File: config.mk
export PLATFORM = sky130hd
export DESIGN_NAME = wb_grf_unit
export DESIGN_NICKNAME = d
export VERILOG_FILES = /design/src/rtl/wb_grf_unit.sv
export SDC_FILE = /design/constraint.sdc
export NUM_CORES = 2
export LEC_CHECK = 0
export BUFFER_PORTS_ARGS = -buffer_cell sky130_fd_sc_hd__buf_2
export CAP_MARGIN = 5
export CORE_ASPECT_RATIO = 0.5
export CORE_UTILIZATION = 61
export CTS_CLUSTER_SIZE = 8
export DETAILED_ROUTE_END_ITERATION = 12
export PLACE_DENSITY = 0.8
export SLEW_MARGIN = 10
export SYNTH_ARGS = -nofsm -noshare
export SYNTH_HDL_FRONTEND = slang
export SYNTH_SLANG_ARGS = --single-unit
File: constraint.sdc
create_clock -name clk -period 41.1 [get_ports clk]
set_clock_uncertainty 0.1 [all_clocks]
set_input_delay 6.165 -clock clk [delete_from_list [all_inputs] [get_ports clk]]
set_output_delay 6.165 -clock clk [all_outputs]
set_load 0.02 [all_outputs]
File: src/rtl/wb_grf_unit.sv
// W-stage consumer: instruction decode, write-back select/extend,
// general register file with bypassed read ports, and retire counter.
module wb_grf_unit #(
  parameter logic [31:0] RESET_PC_TAG = 32'h0000_3000
) (
  input  logic        clk,
  input  logic        reset,
  input  logic        movnW,
  input  logic        movzW,
  input  logic [4:0]  WriteRegW,
  input  logic [31:0] InstrutionW,
  input  logic [31:0] PCouter8W,
  input  logic [31:0] ReadDataW,
  input  logic [31:0] ALUOutW,
  input  logic [31:0] HiDataW,
  input  logic [31:0] LoDataW,
  input  logic [4:0]  A1,
  input  logic [4:0]  A2,
  output logic [31:0] RD1,
  output logic [31:0] RD2,
  output logic        wb_we,
  output logic [4:0]  wb_addr,
  output logic [31:0] wb_data,
  output logic [31:0] retired,
  output logic [31:0] trace_pc_off
);

  localparam logic [5:0] OP_SPECIAL = 6'b000000;
  localparam logic [5:0] OP_JAL     = 6'b000011;
  localparam logic [5:0] OP_ADDI    = 6'b001000;
  localparam logic [5:0] OP_ADDIU   = 6'b001001;
  localparam logic [5:0] OP_SLTI    = 6'b001010;
  localparam logic [5:0] OP_SLTIU   = 6'b001011;
  localparam logic [5:0] OP_ANDI    = 6'b001100;
  localparam logic [5:0] OP_ORI     = 6'b001101;
  localparam logic [5:0] OP_XORI    = 6'b001110;
  localparam logic [5:0] OP_LUI     = 6'b001111;
  localparam logic [5:0] OP_LB      = 6'b100000;
  localparam logic [5:0] OP_LH      = 6'b100001;
  localparam logic [5:0] OP_LW      = 6'b100011;
  localparam logic [5:0] OP_LBU     = 6'b100100;
  localparam logic [5:0] OP_LHU     = 6'b100101;

  localparam logic [5:0] FN_SLL  = 6'b000000;
  localparam logic [5:0] FN_SRL  = 6'b000010;
  localparam logic [5:0] FN_SRA  = 6'b000011;
  localparam logic [5:0] FN_SLLV = 6'b000100;
  localparam logic [5:0] FN_SRLV = 6'b000110;
  localparam logic [5:0] FN_SRAV = 6'b000111;
  localparam logic [5:0] FN_JALR = 6'b001001;
  localparam logic [5:0] FN_MOVZ = 6'b001010;
  localparam logic [5:0] FN_MOVN = 6'b001011;
  localparam logic [5:0] FN_MFHI = 6'b010000;
  localparam logic [5:0] FN_MFLO = 6'b010010;
  localparam logic [5:0] FN_ADD  = 6'b100000;
  localparam logic [5:0] FN_ADDU = 6'b100001;
  localparam logic [5:0] FN_SUB  = 6'b100010;
  localparam logic [5:0] FN_SUBU = 6'b100011;
  localparam logic [5:0] FN_AND  = 6'b100100;
  localparam logic [5:0] FN_OR   = 6'b100101;
  localparam logic [5:0] FN_XOR  = 6'b100110;
  localparam logic [5:0] FN_NOR  = 6'b100111;
  localparam logic [5:0] FN_SLT  = 6'b101010;
  localparam logic [5:0] FN_SLTU = 6'b101011;

  logic [5:0]  op;
  logic [5:0]  funct;
  logic        is_special;
  logic        is_link;
  logic        is_mfhi;
  logic        is_mflo;
  logic        is_load;
  logic        rw;
  logic [31:0] load_val;
  logic [7:0]  ld_byte;
  logic [15:0] ld_half;
  logic [31:0] grf [32];

  assign op         = InstrutionW[31:26];
  assign funct      = InstrutionW[5:0];
  assign is_special = (op == OP_SPECIAL);
  assign is_link    = (op == OP_JAL) || (is_special && funct == FN_JALR);
  assign is_mfhi    = is_special && (funct == FN_MFHI);
  assign is_mflo    = is_special && (funct == FN_MFLO);
  assign is_load    = (op == OP_LW) || (op == OP_LB) || (op == OP_LBU)
                   || (op == OP_LH) || (op == OP_LHU);

  // Register-write decode; conditional moves gated by upstream flags
  always_comb begin
    rw = 1'b0;
    case (op)
      OP_SPECIAL: begin
        case (funct)
          FN_ADDU, FN_SUBU, FN_AND, FN_OR, FN_XOR, FN_NOR,
          FN_SLT, FN_SLTU, FN_SLL, FN_SRL, FN_SRA, FN_SLLV,
          FN_SRLV, FN_SRAV, FN_ADD, FN_SUB, FN_JALR,
          FN_MFHI, FN_MFLO: rw = 1'b1;
          FN_MOVN:          rw = movnW;
          FN_MOVZ:          rw = movzW;
          default:          rw = 1'b0;
        endcase
      end
      OP_ADDI, OP_ADDIU, OP_ANDI, OP_ORI, OP_XORI,
      OP_LUI, OP_SLTI, OP_SLTIU:          rw = 1'b1;
      OP_LW, OP_LB, OP_LBU, OP_LH, OP_LHU: rw = 1'b1;
      OP_JAL:                             rw = 1'b1;
      default:                            rw = 1'b0;
    endcase
  end

  // Load lane pick and sign/zero extension; off[0] ignored for halves
  always_comb begin
    ld_byte  = ReadDataW[8*ALUOutW[1:0] +: 8];
    ld_half  = ALUOutW[1] ? ReadDataW[31:16] : ReadDataW[15:0];
    load_val = ReadDataW;
    case (op)
      OP_LB:   load_val = {{24{ld_byte[7]}}, ld_byte};
      OP_LBU:  load_val = {24'h0, ld_byte};
      OP_LH:   load_val = {{16{ld_half[15]}}, ld_half};
      OP_LHU:  load_val = {16'h0, ld_half};
      default: load_val = ReadDataW;
    endcase
  end

  // Write-back value select
  always_comb begin
    wb_data = ALUOutW;
    unique case (1'b1)
      is_link: wb_data = PCouter8W;
      is_mfhi: wb_data = HiDataW;
      is_mflo: wb_data = LoDataW;
      is_load: wb_data = load_val;
      default: wb_data = ALUOutW;
    endcase
  end

  assign wb_we   = rw && (WriteRegW != 5'd0);
  assign wb_addr = WriteRegW;

  // Register file storage; $0 never written since wb_we excludes it
  always_ff @(posedge clk or posedge reset) begin
    if (reset) begin
      for (int i = 0; i < 32; i++) grf[i] <= 32'h0;
    end else if (wb_we) begin
      grf[wb_addr] <= wb_data;
    end
  end

  // Retire counter: any non-NOP word in W counts, wraps naturally
  always_ff @(posedge clk or posedge reset) begin
    if (reset) retired <= 32'h0;
    else if (InstrutionW != 32'h0) retired <= retired + 32'd1;
  end

  assign RD1 = (A1 == 5'd0) ? 32'h0 :
               (wb_we && A1 == wb_addr) ? wb_data : grf[A1];
  assign RD2 = (A2 == 5'd0) ? 32'h0 :
               (wb_we && A2 == wb_addr) ? wb_data : grf[A2];

  assign trace_pc_off = PCouter8W - 32'd8 - RESET_PC_TAG;

endmodule

# After elaboration in Yosys (flattened, before gate mapping)
# Cells that the tools add are included.
[word_totals] ff_bits=1056 in_bits=211 output_inout_bits=166 elab_cells=118
[op_classes] add_sub_neg=3 n_lt_le_gt_ge=4 n_eq_ne=36 shifts=1 mux=18 bitwise=3 n_reduce_logical=20
[ops] op="1024-bit bitwise mux" n=1
[ops] op="32-bit binary-select mux with 5-bit select" n=2
[ops] op="32-bit 2-to-1 mux" n=9
[ops] op="32-bit one-hot mux with 4 select lines" n=2
[ops] op="32-bit demux with 5-bit select" n=1
[ops] op="6-bit equality test, second input constant" n=15
[ops] op="6-bit by 4-bit equality test with 1-bit output, second input constant" n=11
[ops] op="32-bit by 1-bit adder with 32-bit output, second input constant" n=1
[ops] op="32-bit nonzero test" n=1
[ops] op="32-bit by 6-bit variable part select with 8-bit output" n=1
[ops] op="32-bit by 14-bit subtractor with 32-bit output, second input constant" n=1
[ops] op="32-bit by 4-bit subtractor with 32-bit output, second input constant" n=1
[ops] op="19-bit OR reduction" n=1
[ops] op="6-bit by 2-bit equality test with 1-bit output, second input constant" n=3
[ops] op="6-bit by 3-bit equality test with 1-bit output, second input constant" n=3
[ops] op="6-bit greater-or-equal comparator, second input constant" n=3
[ops] op="5-bit inverter with 6-bit output" n=3
[ops] op="16-bit 2-to-1 mux" n=1
[ops] op="14-bit OR reduction" n=1
[ops] op="6-bit by 5-bit equality test with 1-bit output, second input constant" n=2
[ops] op="6-bit logical NOT" n=2
[ops] op="5-bit equality test" n=2
[ops] op="5-bit logical NOT" n=2
[ops] op="1-bit logical AND" n=7
[ops] op="5 further kinds" n=9

# Longest topological paths before layout
[logic_depth] word_depth=8 mapped_depth=10 ltp_nobuf=7

# Least setup slack after synthesis
# Ideal clock, no wire load.
[synth_timing] path_kind="input port to output port" start="input port A1[0]" end="output port RD1[13]" t_arrival_ps=8297 required_time_ps=34835 path_slack_ps=26538 path_stages=9 path_buffers=4 cell_sequence="clkbuf_1 -> buf_2 -> buf_1 -> buf_2 -> mux4_2 -> mux2i_1 -> a21oi_1 -> a21oi_1 -> o22ai_1"
[synth_between] elab_chain_cells=6
[synth_lines] element="from (decl)" line_no="17" rtl="input logic [4:0] A1,"
[synth_lines] element="5-bit inverter with 6-bit output (not written as such)" line_no="156" rtl="(wb_we && A1 == wb_addr) ? wb_data : grf[A1];"
[synth_lines] element="32-bit binary-select mux with 5-bit select" line_no="156"
[synth_lines] element="32-bit 2-to-1 mux (not written as such) (2 in series)" line_no="156"
[synth_lines] element="32-bit 2-to-1 mux" line_no="156"
[synth_lines] element="32-bit 2-to-1 mux *" line_no="155" rtl="assign RD1 = (A1 == 5'd0) ? 32'h0 :"
[synth_lines] element="to (decl)" line_no="19" rtl="output logic [31:0] RD1,"
# Mark *: on every way between the ends. The rest lies on a longest branch, timed or not. The select of a mux whose other input is x is not followed.

# Final worst setup path
[layout_timing] start="input port A1[0]" end="output port RD1[20]"
# The elaborated chain is that of the path after synthesis.

==> flow_metrics.py <==
metrics = {
    "outcome": {
        "status": "finished clean",
    },
    "cts": {
        "cts_repair_resize_count": 0,
        "tritoncts": "done",
        "cts_buffers": 150,
        "insertion_delay_ns": 0.76,
        "cts_setup_buffers": 0,
        "cts.clk_slew.worst_paths_ns": 0.05,
        "root_buffer": "clkbuf_16",
        "cts_hold_buf": 0,
        "clk_path_buf_depth": 3,
        "htree_levels": 4,
        "cts_sinks": 1056,
    },
    "floorplan": {
        "ioPinCount": 377,
        "dieArea_um2": 98420,
        "core_um2": 95790,
        "die_w_um": 442.7,
        "start_util_pct": 61.83,
        "num_rows": 80,
        "dieHeight_um": 222.3,
    },
    "worst_setup_path": {
        "cp-end-kind": "output pin",
        "critPathArrivalTime_ns": 10.34,
        "start_kind": "input port",
        "crit_start": "A1[0]",
        "worstReg2RegStart": "retired[6]",
        "r2r-end": "retired[31]",
        "crit_path_max_fanout": 65,
        "cp.required_ns": 34.84,
        "crit_type": "in -> out",
        "reg2reg_depth": 6,
        "r2r_setup_slack_ns": 38.82,
    },
    "hold_path": {
        "hp-start": "grf[999]",
        "min_path_type": "reg -> reg",
        "min_to": "grf[999]",
        "min_path_cells": 0,
    },
    "pwr": {
        "netSwitchingFraction_pct": 28.02,
        "p_clk_share_pct": 37.0,
        "pwr-share-seq_pct": 43.7,
        "pwr-share-comb_pct": 19.3,
        "max-vdd-ir-drop_mv": 0.04405,
        "p_switching_mw": 0.8388,
        "leakage_nw": 29.42,
        "p_total_mw": 2.994,
        "power.density_nw_per_um2": 45.55,
        "p_int_mw": 2.155,
    },
    "synthesis": {
        "yosys.cell_types.count": 70,
        "yosysSeqAreaShare_pct": 44.62,
        "synth_fp_nets": 4397,
        "yosys.area.top_type": "dfrtp_1",
        "synth-async-reset-ratio_pct": 100.0,
        "synthTopCellsByArea": "dfrtp_1 (45%), mux4_2 (20%), mux2_2 (18%)",
        "synth_edf_count": 0,
        "syn_inst": 4184,
        "ys_ff_latch": 1056,
        "yosysWarningCount": 0,
        "syn-cell-area_um2": 59230,
        "synth_top_area_share_pct": 44.62,
        "synth_flop_cell": "dfrtp_1",
        "synth_area_per_cell_um2": 14.16,
    },
    "route": {
        "vias": 41548,
        "viasPerCell": 7.397,
        "wl_per_cell_um": 34.76,
        "first_pass_iters": 5,
        "wl_um": 195200,
        "ant_nets": 0,
        "drcViolationCount": 0,
        "drt_iter0_drc": 5219,
    },
    "sta": {
        "worst_pin_slew_ns": 1.367,
        "finalHoldViolCount": 0,
        "fin_crit_ns": 16.61,
        "relSlewSlack_pct": 8.602,
        "tns_ns": 0,
        "hold_ws_ns": 0.2906,
        "clock.fmax_mhz": 60.21,
        "drv_slew": 0,
        "final-setup-viol-count": 0,
        "period_share_pct": 40.41,
        "setup_slack_ns": 24.49,
        "rsz0062_at_grt": "false",
    },
    "grt": {
        "grt-ovfl-total": 0,
        "grt_pass1_wl_um": 291300,
        "grt_max_degree": 169,
        "first_global_vias": 43059,
        "antenna_found_initial": 11,
        "grt.total_usage_pct": 40.40,
    },
    "placed_design": {
        "place_ws_ns": 24.42,
        "gp_congestion": 0.9717,
        "io_buffers": 376,
        "dp_hpwl_um": 113000,
    },
    "cells_and_area": {
        "synthToLayoutAreaGrowth_pct": 10.97,
        "final_nets": 4537,
        "mostFrequentLayoutCells": "dfrtp_1 (1056), mux2_2 (970), mux4_2 (515)",
        "final_common_cell": "dfrtp_1",
        "drive_above_1_share_pct": 50.66,
    },
    "flow_run": {
        "cap_viol_max_count": 0,
    },
}
worst max-delay path by stage:
stage | end | depth (start not counted)
3_3_place_gp | RD1[20] | 10
3_5_place_dp | RD1[20] | 10
6_report | RD1[20] | 10
2_1_floorplan | grf[0] | 1
5_1_grt | RD1[20] | 10
4_1_cts | RD1[20] | 10
Yosys cell counts, types with 8 or more instances:
cell	instances
a22oi_1	124
o22ai_1	66
nor2b_1	73
clkbuf_1	228
nand2_1	85
mux2_1	42
clkbuf_2	9
o32ai_2	12
xor2_1	37
nor2_1	53
dfrtp_1	1056
mux2_2	970
nor4_1	10
xnor2_1	28
and2_1	11
inv_1	41
buf_2	158
a21oi_1	147
buf_1	58
a21boi_0	8
inv_2	11
nor3_1	15
a211oi_1	96
mux2i_1	103
nand3_1	22
o211ai_1	9
a21o_1	25
buf_4	24
a221oi_1	17
mux4_2	515
or3_1	11
critical path, cell delays in order:
cell,delay [ns]
buf_8,0.58
buf_4,0.81
buf_4,0.88
mux4_2,0.61
nor2b_1,0.16
a211oi_1,0.27
a211oi_1,0.08
a21oi_1,0.21
o22ai_1,0.15
buf_2,0.24
sequential cells by signal (all words and copies together), names as in the netlist:
signal / flops
grf: 1024
retired: 32
power groups by stage:
stage	registers (mW)	clock network, mW	logic [mW]
6_report	1.31	1.11	0.578
2_1_floorplan	1.28	0	0.437
3_5_place_dp	1.32	0	0.567
5_1_grt	1.33	1.16	0.610
3_3_place_gp	1.30	0	0.549
4_1_cts	1.31	1.11	0.573
per-layer routing:
layer	part of all wire, %	GRT usage (%)	up-vias	routed length, um
met5	0.0067	0	-	13
met4	5.4	20.39	2	10480
met3	13	14.45	658	25780
met2	43	56.89	2714	84710
met1	38	55.74	21764	74260
li1	-	-	16410	-
metrics by stage:
stage	util, %	std cells	cell area, um^2
floorplan	-	4184	59230
global placement	64.38	5442	61670
detailed placement	64.38	5442	61670
CTS	68.58	5609	65690
global route	68.61	5616	65720
finish	68.61	5617	65720
cells by family (layout without fill, tap and decap cells):
| kind of cell | after synthesis | count (layout) | synth area share, % |
|---|---|---|---|
| other | 0 | 7 | 0 |
| buffers and inverters | 529 | 684 | 3.857 |
| DFF | 1056 | 1056 | 44.62 |
| AOI/OAI and AO/OA | 572 | 572 | 6.997 |
| muxes | 1630 | 1630 | 40.56 |
| adders and majority gates | 2 | 2 | 0.04224 |
| xor gates and xnor gates | 65 | 65 | 0.9612 |
| and+or+nand+nor | 330 | 330 | 2.964 |
cell type report:
class                      count  area [um^2]
antenna                        7        17.52
clock buffer                 152         3804
clock inverter                15        219.0
fill                        6285        30070
inverter                      52        202.7
multi-input combinational   2599        30800
sequential                  1056        26430
tap                         1271         1590
timing repair buffer         465         2664
No activity file was read; power rests on OpenSTA's default activity.
